## config.mk

```make
export PLATFORM = sky130hd
export DESIGN_NAME = eda_region_flag_buffer
export DESIGN_NICKNAME = d
export VERILOG_FILES = /design/src/rtl/eda_region_flag_buffer.sv
export SDC_FILE = /design/constraint.sdc
export NUM_CORES = 1
export LEC_CHECK = 0
export BUFFER_PORTS_ARGS = -buffer_cell sky130_fd_sc_hd__buf_2
export CORE_UTILIZATION = 52
export DETAILED_ROUTE_END_ITERATION = 10
export GPL_TIMING_DRIVEN = 0
export PLACE_DENSITY = 0.84
export SLEW_MARGIN = 10
export SYNTH_ARGS = -nofsm -noshare
export SYNTH_HDL_FRONTEND = slang
export SYNTH_SLANG_ARGS = --single-unit
```

## constraint.sdc

```tcl
create_clock -name clk -period 3.8 [get_ports clk]
set_input_delay 0.19 -clock clk [delete_from_list [all_inputs] [get_ports clk]]
set_output_delay 0.19 -clock clk [all_outputs]
set_load 0.03 [all_outputs]
```

## src/rtl/eda_region_flag_buffer.sv

```systemverilog
// Region-maxima flag buffer: holds an M x N flag bitmap that starts as all ones.
// A running per-region AND of comparator results is committed to the strobed
// cells, either overwriting them or ANDing into them. The bitmap is read out
// one row per beat over a valid/ready port, with a last-row marker, a popcount
// of the set flags, and a sticky error for compare/commit traffic that arrives
// during a readout.

`ifndef CFG_M
`define CFG_M 4
`endif
`ifndef CFG_N
`define CFG_N 4
`endif
`ifndef CFG_I_WIDTH
`define CFG_I_WIDTH 2
`endif

module eda_region_flag_buffer #(
    parameter int M       = `CFG_M,
    parameter int N       = `CFG_N,
    parameter int I_WIDTH = `CFG_I_WIDTH,
    parameter int CNT_W   = $clog2(M*N+1)
) (
    input  logic                      clk,
    input  logic                      reset_n,
    input  logic                      clear,
    input  logic                      cmp_valid,
    input  logic                      compare_out,
    input  logic                      region_commit,
    input  logic                      commit_mode,
    input  logic                      iterated_all,
    input  logic [M-1:0][N-1:0]       strb_value,
    input  logic                      rd_start,
    output logic                      rd_valid,
    input  logic                      rd_ready,
    output logic [N-1:0]              rd_row,
    output logic [I_WIDTH-1:0]        rd_row_idx,
    output logic                      rd_last,
    output logic                      busy,
    output logic [CNT_W-1:0]          flag_count,
    output logic                      count_valid,
    output logic                      err_overlap
);

    typedef enum logic {
        IDLE = 1'b0,
        READ = 1'b1
    } state_t;

    state_t               state;
    state_t               state_next;
    logic [M-1:0][N-1:0]  flags;
    logic                 region_ok;
    logic [CNT_W-1:0]     acc;

    logic                 beat;
    logic                 commit_ok;
    logic                 cmp_ok;
    logic                 eff;
    logic [CNT_W-1:0]     row_pop;

    function automatic logic [CNT_W-1:0] popcount(input logic [N-1:0] v);
        logic [CNT_W-1:0] c;
        c = '0;
        for (int k = 0; k < N; k++) begin
            c = c + CNT_W'(v[k]);
        end
        return c;
    endfunction

    // Row mux, handshake decode and the commit/compare qualifiers.
    always_comb begin
        rd_row    = flags[rd_row_idx];
        rd_valid  = (state == READ);
        busy      = (state == READ);
        rd_last   = rd_valid && (rd_row_idx == I_WIDTH'(M-1));
        beat      = rd_valid && rd_ready;
        row_pop   = popcount(rd_row);
        commit_ok = region_commit && !iterated_all && (state == IDLE);
        cmp_ok    = cmp_valid && !iterated_all && (state == IDLE);
        // A compare landing in the commit cycle still counts toward the region.
        eff       = region_ok && (cmp_valid ? compare_out : 1'b1);
    end

    // Readout FSM next state; clear always returns to IDLE.
    always_comb begin
        state_next = state;
        if (clear) begin
            state_next = IDLE;
        end else begin
            case (state)
                IDLE: if (rd_start)        state_next = READ;
                READ: if (beat && rd_last) state_next = IDLE;
                default:                   state_next = IDLE;
            endcase
        end
    end

    // FSM state register.
    always_ff @(posedge clk or negedge reset_n) begin
        if (!reset_n) begin
            state <= IDLE;
        end else begin
            state <= state_next;
        end
    end

    // Flag matrix, region accumulator, readout index/popcount and error flag.
    always_ff @(posedge clk or negedge reset_n) begin
        if (!reset_n) begin
            flags       <= '1;
            region_ok   <= 1'b1;
            rd_row_idx  <= '0;
            acc         <= '0;
            flag_count  <= '0;
            count_valid <= 1'b0;
            err_overlap <= 1'b0;
        end else if (clear) begin
            flags       <= '1;
            region_ok   <= 1'b1;
            rd_row_idx  <= '0;
            acc         <= '0;
            flag_count  <= '0;
            count_valid <= 1'b0;
            err_overlap <= 1'b0;
        end else begin
            if (commit_ok) begin
                for (int i = 0; i < M; i++) begin
                    for (int j = 0; j < N; j++) begin
                        if (strb_value[i][j]) begin
                            flags[i][j] <= commit_mode ? (flags[i][j] & eff) : eff;
                        end
                    end
                end
                region_ok   <= 1'b1;
                count_valid <= 1'b0;
            end else if (cmp_ok && !compare_out) begin
                region_ok <= 1'b0;
            end

            // The matrix is frozen while reading; late traffic is flagged.
            if ((state == READ) && (cmp_valid || region_commit)) begin
                err_overlap <= 1'b1;
            end

            if ((state == IDLE) && rd_start) begin
                rd_row_idx  <= '0;
                acc         <= '0;
                count_valid <= 1'b0;
            end

            if (beat) begin
                if (rd_last) begin
                    flag_count  <= acc + row_pop;
                    count_valid <= 1'b1;
                    rd_row_idx  <= '0;
                    acc         <= '0;
                end else begin
                    acc        <= acc + row_pop;
                    rd_row_idx <= rd_row_idx + I_WIDTH'(1);
                end
            end
        end
    end

endmodule

```

==> summary.md <==
| Metric | Value |
|---|---|
| GRT Overall Usage | `25.0%` |
| Syn Inst Count | `148` |
| Slew Viols, Final | `0` |
| Root Buffer | `clkbuf_4` |
| Starting density of the core | `54.4%` |
| Post-Syn Nets | `179` |
| Crit Path Max Fanout | `6` |
| Reg-to-reg startpoint | `rd_row_idx[0]` |
| Clk buf depth | `2` |
| Endpoint, Worst Hold | `flags[7]` |
| Largest net degree at the start of global routing | `33` |
| Core area | `3030 µm²` |
| Worst reg-to-reg setup slack | `0.39 ns` |
| Tot Pwr | `0.673 mW` |
| Outcome | `complete, no violations` |
| Clk_lat worst skew | `0.34 ns` |
| Post-Syn Area | `1650 µm²` |
| Synth Area in Simple Gates | `8.96%` |
| Die width | `58.3 µm` |
| Critical path class | `reg2reg` |
| Ports | `42` |
| Die Y | `58.3 µm` |
| Drt first pass iters | `4` |
| Antenna viol nets, final | `0` |
| RSZ-0062 raised after global routing | `no` |
| Synth unique cells | `35` |
| Detailed Route Iter0 Violations | `38` |
| Most frequent CP cell | `fa_1` |
| Slew HR | `52.1%` |
| CP bufs+invs | `3` |
| Area post-placement | `1900 µm²` |
| F_max | `293 MHz` |
| Largest stage delay, worst path | `0.61 ns` |
| Post-Synth Adder-Cell Area | `5.16%` |
| First-pass GRT wire length | `6220 µm` |
| Slew of the pin with the lowest slew margin | `0.719 ns` |
| HPWL Detailed | `2820 µm` |
| Final Skew | `0.00940 ns` |
| Vias in the first global route | `1398` |
| IO Port Bufs | `40` |
| Ant diodes | `0` |
| Slowest CP cell | `mux4_2` |
| Worst path arrival time | `3.64 ns` |
| Post-synthesis xor/xnor area fraction | `1.59%` |
| CTS Buf Count | `5` |
| CTS tree | `yes` |
| Post-synthesis mux area share | `6.07%` |
| GPL Wtd Cong | `0.827` |
| Cell area after layout | `1990 µm²` |
| Clock slew at reported path FFs | `0.10 ns` |
| Vias | `1370` |
| Layout cells sized above 1 | `40.4%` |
| Antenna violations before repair | `0` |
| Hold WS | `0.0161 ns` |
| Hold Path Depth | `2` |
| Worst vdd ir | `0.233 mV` |
| Final period utilization | `89.8%` |
| Worst min path class | `in2reg` |
| Grt ovf | `0` |
| Pwr/cell area | `338 nW/µm²` |
| Yosys Warn Count | `0` |
| H-tree depth | `2` |
| Post-Route WL | `3790 µm` |
| Clock sink count | `32` |
| Share of the yosys chip area belonging to registers | `49.9%` |
| Avg Cell Area, Syn | `11.1 µm²` |
| Fin Setup TNS | `0 ns` |
| Worst setup EP type | `flop` |
| DR DRC count | `0` |
| Startpoint types | `flop` |
| FF-to-FF End | `acc[4]` |
| Crit path cell chain | `clkbuf_1 > mux4_2 > fa_1 > inv_1 > fa_1 > fa_1 > inv_1 > nand3_1 > xor2_1 > o21ai_0` |
| Final setup viols | `0` |
| Via/cell ratio | `5.66` |
| Cts repair resizes | `0` |
| Leakage Power | `0.866 nW` |
| Fin. Hold Viols | `0` |
| Setup Buffers After CTS | `0` |
| P&R area growth vs syn | `20.9%` |
| Combinational family with the most area after synthesis | `compound AO/OA/AOI/OAI gates` |
| Synth Area in Compound Gates | `21.7%` |
| Worst hold start | `strb_value[7]` |
| Die area | `3400 µm²` |
| Row cnt | `20` |
| R2R cell count | `10` |
| Drt wl/cell | `15.7 µm` |
| #FFs+latches synth | `32` |
| Crit path max-delay family | `adder cells` |
| CP required | `4.02 ns` |
| Final Critical Period | `3.41 ns` |
| Final Net Count | `228` |
| MaxCap Viol Count | `0` |
-- flip-flops by register name, summed over array words and instances, names as in the netlist --
name,count
busy,1
flag_count,5
flags,16
acc,5
region_ok,1
rd_row_idx,2
count_valid,1
err_overlap,1
-- power by group --
part	internal (mW)	switching, mW
Sequential	0.351	0.00590
Combinational	0.0348	0.0560
Clock	0.109	0.116
Total	0.495	0.178
-- worst max-delay path by stage --
stage,startpoint,endpoint,slack (ns),cells after the start
6_report,rd_row_idx[0],acc[4],0.39,10
5_1_grt,rd_row_idx[0],acc[4],0.22,10
4_1_cts,rd_row_idx[0],acc[4],0.40,10
3_5_place_dp,rd_row_idx[0],acc[4],0.40,10
3_3_place_gp,rd_row_idx[0],acc[4],0.48,10
2_1_floorplan,rd_row_idx[0],acc[4],0.34,10
-- repair_timing --
| action | in CTS | in global routing |
|---|---|---|
| endpoints found under the setup margin | 0 | 0 |
| hold endpoints to repair | 16 | 0 |
| hold buffers | 2 | 0 |
-- cells in the mapped netlist --
cell	n	area share (%)
dfrtp_1	15	23
o211ai_1	1	0.46
buf_8	1	0.91
o21ai_0	7	2.1
inv_1	10	2.3
a21oi_1	8	2.4
and2_1	1	0.38
a31oi_1	16	6.1
clkbuf_1	4	0.91
buf_6	1	0.68
o21ai_1	3	0.91
nor2_1	7	1.6
buf_4	2	0.91
nand2b_1	1	0.38
dfstp_2	17	27
mux2i_1	1	0.61
o21bai_1	1	0.46
xor2_1	2	1.1
and3_2	1	0.46
nand2_1	7	1.6
a211oi_1	16	7.3
buf_2	3	0.91
nand3_1	3	0.91
a21oi_4	1	0.99
a32oi_1	1	0.53
xnor2_1	1	0.53
a21o_1	1	0.46
mux4_2	4	5.5
and2_2	1	0.46
fa_1	3	3.6
or3b_4	1	0.68
nor2_8	1	1.2
nor3_1	3	0.91
nor2b_1	1	0.38
ha_1	2	1.5
-- through the flow --
| step | worst slack, ns | util (%) | cells |
|---|---|---|---|
| floorplan | 0.339 | - | 148 |
| global placement | 0.476 | 62.9 | 232 |
| detailed placement | 0.399 | 62.9 | 232 |
| CTS | 0.400 | 65.8 | 242 |
| global route | 0.218 | 65.8 | 242 |
| finish | 0.388 | 65.8 | 242 |
-- cells in the final DEF, fill, tap and decap left out --
cell and count:
inv_1 10, nand2_1 7, ha_1 2, clkbuf_4 5
buf_6 1, a31oi_1 16, mux2i_1 1, o21bai_1 1
buf_4 2, fa_1 3, xnor2_1 1, nand2b_1 1
mux4_2 4, and2_2 1, a21o_1 1, o21ai_1 3
nor2_8 1, a21oi_1 8, nor3_1 3, clkbuf_1 5
dfstp_2 17, o211ai_1 1, or3b_4 1, buf_8 1
o21ai_0 7, dlygate4sd3_1 2, dfrtp_1 15, a32oi_1 1
and3_2 1, a211oi_1 16, a21oi_4 1, clkbuf_8 2
nor2b_1 1, and2_1 1, buf_2 43, xor2_1 2
nand3_1 3, nor2_1 7
-- per-layer routing --
layer  GRT usage (%)  vias up  wire length [µm]
met5               0        -                 0
met4            15.6        0               105
met3            4.62       14               168
met2            40.4       50              1900
met1            31.3      662              1620
li1                -      644                 -
-- kinds of logic after synthesis --
family | Yosys count
XOR/XNOR | 3
multiplexers | 5
buffers and inverters | 21
flip-flops | 32
AO/OA/AOI/OAI | 55
adder cells (fa/ha/maj) | 5
AND/OR/NAND/NOR | 27
-- layout make-up --
| class | instances | area (µm²) |
|---|---|---|
| Buffer | 11 | 71.3 |
| Tap cell | 44 | 55.1 |
| Multi-Input combinational cell | 95 | 717 |
| Sequential cell | 32 | 822 |
| Timing Repair Buffer | 42 | 220 |
| Inverter | 10 | 37.5 |
| Fill cell | 254 | 1040 |
| Clock buffer | 8 | 68.8 |
No activity file was read; power rests on OpenSTA's default activity.
